**src/rtl/pc_gen.sv**
```systemverilog
// Fetch-stage PC generator with optional direct-mapped BTB (enabled by PC_GEN_BTB_EN).
// Next PC: reset > freeze (!trigger) > redirect > stall > BTB prediction > PC+4.
module pc_gen #(
  parameter int                       ADDRESS_WIDTH = 32,
  parameter logic [ADDRESS_WIDTH-1:0] RESET_VECTOR  = 32'hBFC00000,
  parameter int                       BTB_ENTRIES   = 16
) (
  input  logic                     clk,
  input  logic                     rst,
  input  logic                     trigger,
  input  logic                     stall,
  input  logic                     ex_redirect,
  input  logic [ADDRESS_WIDTH-1:0] ex_redirect_pc,
  input  logic                     upd_en,
  input  logic [ADDRESS_WIDTH-1:0] upd_pc,
  input  logic [ADDRESS_WIDTH-1:0] upd_target,
  input  logic                     upd_taken,
  output logic [ADDRESS_WIDTH-1:0] PC,
  output logic [ADDRESS_WIDTH-1:0] PCPlus4,
  output logic                     pred_taken,
  output logic [ADDRESS_WIDTH-1:0] pred_target
);

  logic [ADDRESS_WIDTH-1:0] r_pc;

  assign PC      = r_pc;
  assign PCPlus4 = r_pc + ADDRESS_WIDTH'(4);

`ifdef PC_GEN_BTB_EN
  localparam int IDX   = $clog2(BTB_ENTRIES);
  localparam int TAG_W = ADDRESS_WIDTH - IDX - 2;

  logic                     r_valid  [BTB_ENTRIES];
  logic [1:0]               r_ctr    [BTB_ENTRIES];
  logic [TAG_W-1:0]         r_tag    [BTB_ENTRIES];
  logic [ADDRESS_WIDTH-1:0] r_target [BTB_ENTRIES];

  logic [IDX-1:0]   w_idx, w_uidx;
  logic [TAG_W-1:0] w_tag, w_utag;
  logic             w_hit, w_uhit, w_upd, w_unused;

  assign w_idx  = r_pc[IDX+1:2];
  assign w_tag  = r_pc[ADDRESS_WIDTH-1:IDX+2];
  assign w_uidx = upd_pc[IDX+1:2];
  assign w_utag = upd_pc[ADDRESS_WIDTH-1:IDX+2];
  assign w_unused = ^upd_pc[1:0];

  assign w_hit  = r_valid[w_idx] && (r_tag[w_idx] == w_tag);
  assign w_uhit = r_valid[w_uidx] && (r_tag[w_uidx] == w_utag);
  assign w_upd  = trigger && upd_en;

  assign pred_taken  = w_hit && r_ctr[w_idx][1];
  assign pred_target = pred_taken ? r_target[w_idx] : PCPlus4;

  always_ff @(posedge clk or posedge rst) begin
    if (rst) begin
      for (int i = 0; i < BTB_ENTRIES; i++) begin
        r_valid[i] <= 1'b0;
        r_ctr[i]   <= 2'b01;
      end
    end else if (w_upd) begin
      if (w_uhit) begin
        if (upd_taken) begin
          if (r_ctr[w_uidx] != 2'b11) r_ctr[w_uidx] <= r_ctr[w_uidx] + 2'd1;
        end else if (r_ctr[w_uidx] != 2'b00) begin
          r_ctr[w_uidx] <= r_ctr[w_uidx] - 2'd1;
        end
      end else if (upd_taken) begin
        r_valid[w_uidx] <= 1'b1;
        r_ctr[w_uidx]   <= 2'b10;
      end
    end
  end

  // Tag and target carry no reset; the valid bit gates their use. On a hit the tag is unchanged.
  always_ff @(posedge clk) begin
    if (w_upd && upd_taken) begin
      r_tag[w_uidx]    <= w_utag;
      r_target[w_uidx] <= upd_target;
    end
  end
`else
  logic w_unused;

  assign w_unused    = ^{upd_en, upd_pc, upd_target, upd_taken};
  assign pred_taken  = 1'b0;
  assign pred_target = PCPlus4;
`endif

  always_ff @(posedge clk or posedge rst) begin
    if (rst) begin
      r_pc <= RESET_VECTOR;
    end else if (trigger) begin
      if (ex_redirect)  r_pc <= ex_redirect_pc;
      else if (!stall)  r_pc <= pred_target;
    end
  end

endmodule

```
**config.mk**
```make
export PLATFORM = sky130hd
export DESIGN_NAME = pc_gen
export DESIGN_NICKNAME = d
export VERILOG_FILES = /design/src/rtl/pc_gen.sv
export SDC_FILE = /design/constraint.sdc
export NUM_CORES = 1
export LEC_CHECK = 0
export CORE_ASPECT_RATIO = 0.75
export CORE_MARGIN = 2
export CORE_UTILIZATION = 35
export DETAILED_ROUTE_END_ITERATION = 8
export PLACE_DENSITY = 0.92
export SLEW_MARGIN = 20
export SYNTH_ARGS = -nofsm -noshare
export SYNTH_HDL_FRONTEND = slang
export SYNTH_SLANG_ARGS = --single-unit
```
**constraint.sdc**
```tcl
create_clock -name clk -period 3.4 [get_ports clk]
set_clock_uncertainty 0.15 [all_clocks]
set_input_delay 0.68 -clock clk [delete_from_list [all_inputs] [get_ports clk]]
set_output_delay 0.68 -clock clk [all_outputs]
set_load 0.05 [all_outputs]
```
[After elaboration in Yosys (flattened, before gate mapping)]
Index checks and enable logic that the tools add are counted.
Operators by class
  $add $sub $neg: 1
  eq/ne operators: 1
  reduce and logical (&&, ||, !) cells: 1
  multiplexer cells: 2
Operator list (number)
  2-to-1 mux 32 bit: 2
  adder 32 x 3 -> 32 bit (second input constant): 1
  inequality test 2 x 1 -> 1 bit (second input constant): 1
  AND reduction 2 bit: 1
Word-level totals
  logic and storage cells: 6
  bits of input ports: 103
  register bits: 32
  output and inout bits: 97

[Logic depth before layout (Yosys ltp)]
  depth in word-level cells: 3
  mapped depth: 8
  gate-level depth less buffers: 6

[Worst setup path before layout]
OpenSTA, ideal clock, no wires.
  kind: register to output
  start: register r_pc[3] (netlist: PC[3])
  end: output port pred_target[30]
  setup slack: -680 ps
  path buffers: 1
  stages on the path, launching flop included: 7
  data required time: 2570 ps
  arrival time: 3250 ps
  path through: dfrtp_1 ha_1 nand4_4 or4_4 nor4_4 xor2_1 buf_4
On the way
  cells in the longest elaborated chain, start to end: 1
Ends and longest elaborated chain
  from (decl): RTL line 24  | logic [ADDRESS_WIDTH-1:0] r_pc;
  from (signal assigned): RTL line 94  | if (ex_redirect) r_pc <= ex_redirect_pc;
  from (signal assigned): RTL line 95  | else if (!stall) r_pc <= pred_target;
  adder 32 x 3 -> 32 bit: RTL line 27  | assign PCPlus4 = r_pc + ADDRESS_WIDTH'(4);
  to (decl): RTL line 21  | output logic [ADDRESS_WIDTH-1:0] pred_target
No other way between the ends.

[Worst setup path in the final report]
  start: register r_pc[2] (netlist: PC[2])
  end: output port pred_target[30]
Same word-level chain as after synthesis.

==> metrics.yaml <==
tightestPinTransition_ns: 0.714
worstSkewPairLatency_ns: 0.29
power_report.internal_total_mw: 1.22
critPathArrivalTime_ns: 2.48
vertical_extent_of_the_die_um: 80.7
ios: 200
groute.usage.overall: 0.218
yosys.area.top_type_share: 0.210
cts.sinks: 32
setup_viol_count_final: 0
htreeDepth: 2
layout-drive-gt1-share: 0.260
report.final.slew_viol_count: 0
drt-vias-per-instance: 5.66
status: "completed"
fin_ws_ns: 0.0924
syn_area_mm2: 0.00275
clk_buf_depth: 2
cts_root_buf: "sky130_fd_sc_hd__clkbuf_8"
cts_hold_buffers: 0
yosys_register_bits: 32
power.switching_fraction: 0.518
share_seq_of_total_power: 0.236
grt_start_max_net_pins: 44
max-vdd-ir-drop_v: 0.000263
p_clk_frac: 0.125
synth_cells: 347
grt.overflow.total: 0
remaining_drc_errors: 0
largest_reg_flops: 32
floorplan.die_area_mm2: 0.00858
synth.largest_area_cell: "sky130_fd_sc_hd__dfrtp_1"
preCtsSetupSlack_ns: 0.227
data_required_critical_path_ns: 2.57
sequential_to_total_area_share_from_yosys_stat: 0.296
antenna-diode-count: 0
cellPowerDensity_mw_per_mm2: 566
setup.worst_path.class: "reg2out"
grt_pass1_wl_um: 14800
num-nets-final: 545
p_leak_nw: 1.81
rows: 27
dp.final_hpwl_um: 7020
min_period_over_period: 0.973
timing.final.crit_period_ns: 3.31
hold_viol_final: 0
endpoint_kind: "output port"
dr.first_iter.drc_count: 202
utilization_after_layout: 0.599
grt_pass1_vias: 2910
synth.avg_cell_area_um2: 7.91
async_reset_ff_frac: 1.00
cts.clk_slew.worst_paths_ns: 0.07
drt-wirelength-per-cell_um: 17.4
gp_congestion: 0.888
worst_hold_path_type: "reg2reg"
tritoncts: "built"
timing.critical_path.fanout_max: 6
die_x_um: 106
p_total_mw: 2.53
placeableCoreArea_mm2: 0.00747
drt-pass1-iter-count: 6
detailroute.via_count: 3072
flow.area_growth_from_synthesis_pct: 62.8
setup-tns-final_ns: 0
route.antenna.remaining_nets: 0
relSlewSlack: 0.524
io_buffer_count: 132
top_cells_by_area_in_the_synthesized_netlist: "sky130_fd_sc_hd__dfrtp_1 (21%), sky130_fd_sc_hd__buf_4 (10%), sky130_fd_sc_hd__dfstp_2 (8.6%), sky130_fd_sc_hd__nand3_1 (5.6%), sky130_fd_sc_hd__xnor2_1 (5.1%)"
start_util: 0.368
synth.net_count: 451
yosysWarningCount: 0
max_freq_mhz: 302
power.share.combinational: 0.639
power_switching_mw: 1.31
maxCapViolCount: 0
netlist-cell-type-count: 54
postSynth.topFlopCell: "sky130_fd_sc_hd__dfrtp_1"
synth_edf_count: 0
finalWirelength_um: 9430
cts-buffers-inserted: 5
number_of_antenna_violations_at_the_first_check_in_global_routing: 0
worstSetupStartpointType: "flip-flop"
layout by cell type (no fill, tap or decap), drive strengths merged, types with 8 or more instances in the layout:
cell and instances:
nand2 30, nand4 15, o21ai 17, dfstp 9
xor2 12, nor4 10, clkdlybuf4s50 88, dfrtp 23
nand3 32, inv 8, and3 9, xnor2 16
a21oi 17, buf 61, nor2 23
per-stage QoR:
step           area [µm²]  hold WS (ns)  instances
6_report             4470         0.390        543
5_1_grt              4470         0.416        543
4_1_cts              4420         0.389        540
3_5_place_dp         4320         0.378        532
3_3_place_gp         4320         0.362        532
2_1_floorplan        2930         0.469        347
logic make-up after synthesis:
kind of cell | count (synthesis) | synth area share
simple gates | 143 | 0.290
buf+inv | 70 | 0.147
compound gates | 68 | 0.157
flops | 32 | 0.296
xor+xnor | 28 | 0.0893
mux | 4 | 0.0155
fa+ha+maj | 1 | 0.00456
other cells | 1 | 0.00137
worst paths after layout:
path | start | to | slack, ns | cells past startpoint
setup / recovery | PC[2]$_DFFE_PP0N_ | pred_target[30] | 0.09 | 7
hold / removal | PC[29]$_DFFE_PP1N_ | PC[29]$_DFFE_PP1N_ | 0.39 | 2
setup reg to reg | PC[2]$_DFFE_PP0N_ | PC[30]$_DFFE_PP0N_ | 1.06 | 7
hold reg to reg | PC[29]$_DFFE_PP1N_ | PC[29]$_DFFE_PP1N_ | 0.39 | 2
max in group asynchronous | rst | PC[22]$_DFFE_PP1N_ | 2.10 | 3
min in group asynchronous | rst | PC[16]$_DFFE_PP0N_ | 0.66 | 3
critical path: stages (launching register included):
cell and delay (ns):
sky130_fd_sc_hd__dfrtp_2 0.41, sky130_fd_sc_hd__ha_4 0.18, sky130_fd_sc_hd__nand4_4 0.16, sky130_fd_sc_hd__or4_4 0.58, sky130_fd_sc_hd__nor4_4 0.28, sky130_fd_sc_hd__buf_4 0.19, sky130_fd_sc_hd__xor2_4 0.22, sky130_fd_sc_hd__buf_12 0.17
synthesized netlist by cell type, types with 4 or more instances:
master,count
sky130_fd_sc_hd__o22ai_1,4
sky130_fd_sc_hd__a21oi_1,17
sky130_fd_sc_hd__and3_1,9
sky130_fd_sc_hd__dfstp_2,9
sky130_fd_sc_hd__nand4_1,13
sky130_fd_sc_hd__xnor2_1,16
sky130_fd_sc_hd__a31oi_1,6
sky130_fd_sc_hd__nor4_1,8
sky130_fd_sc_hd__dfrtp_1,23
sky130_fd_sc_hd__nor3_1,5
sky130_fd_sc_hd__and4_1,4
sky130_fd_sc_hd__xor2_1,12
sky130_fd_sc_hd__nor2_1,22
sky130_fd_sc_hd__clkbuf_1,21
sky130_fd_sc_hd__nand2_1,30
sky130_fd_sc_hd__o21ai_0,16
sky130_fd_sc_hd__and2_1,4
sky130_fd_sc_hd__nand3_1,31
sky130_fd_sc_hd__a2bb2oi_1,6
sky130_fd_sc_hd__o211ai_1,5
sky130_fd_sc_hd__inv_1,8
sky130_fd_sc_hd__buf_4,37
sky130_fd_sc_hd__or3_1,4
routing by layer:
layer  wire length, µm  vias to the layer above  global-route usage
met3               817                       18              0.0552
met2              4560                      174               0.363
met4               128                        0              0.0632
met1              3930                     1489               0.281
li1                  -                     1391                   -
met5                 0                        -                   0
power groups by stage:
| stage | registers, mW | logic [mW] | clock network (mW) |
|---|---|---|---|
| finish | 0.596 | 1.62 | 0.316 |
| floorplan | 0.749 | 0.928 | 0 |
| global placement | 0.587 | 1.58 | 0 |
| CTS | 0.589 | 1.60 | 0.322 |
| detailed placement | 0.594 | 1.60 | 0 |
| global route | 0.610 | 1.68 | 0.341 |
area by class of cell:
cell class | count | area (µm²)
Sequential cell | 32 | 820
Tap cell | 101 | 126
Multi-Input combinational cell | 245 | 1740
Inverter | 8 | 30.0
Clock buffer | 7 | 86.3
Clock inverter | 1 | 7.51
Timing Repair Buffer | 149 | 1660
Fill cell | 624 | 3000
timing repair:
item                       in CTS  in global routing
setup buffers                   0                  3
pin swaps                       1                  2
resized for setup               0                  8
setup endpoints to repair       2                 14
No activity file was read; power rests on OpenSTA's default activity.
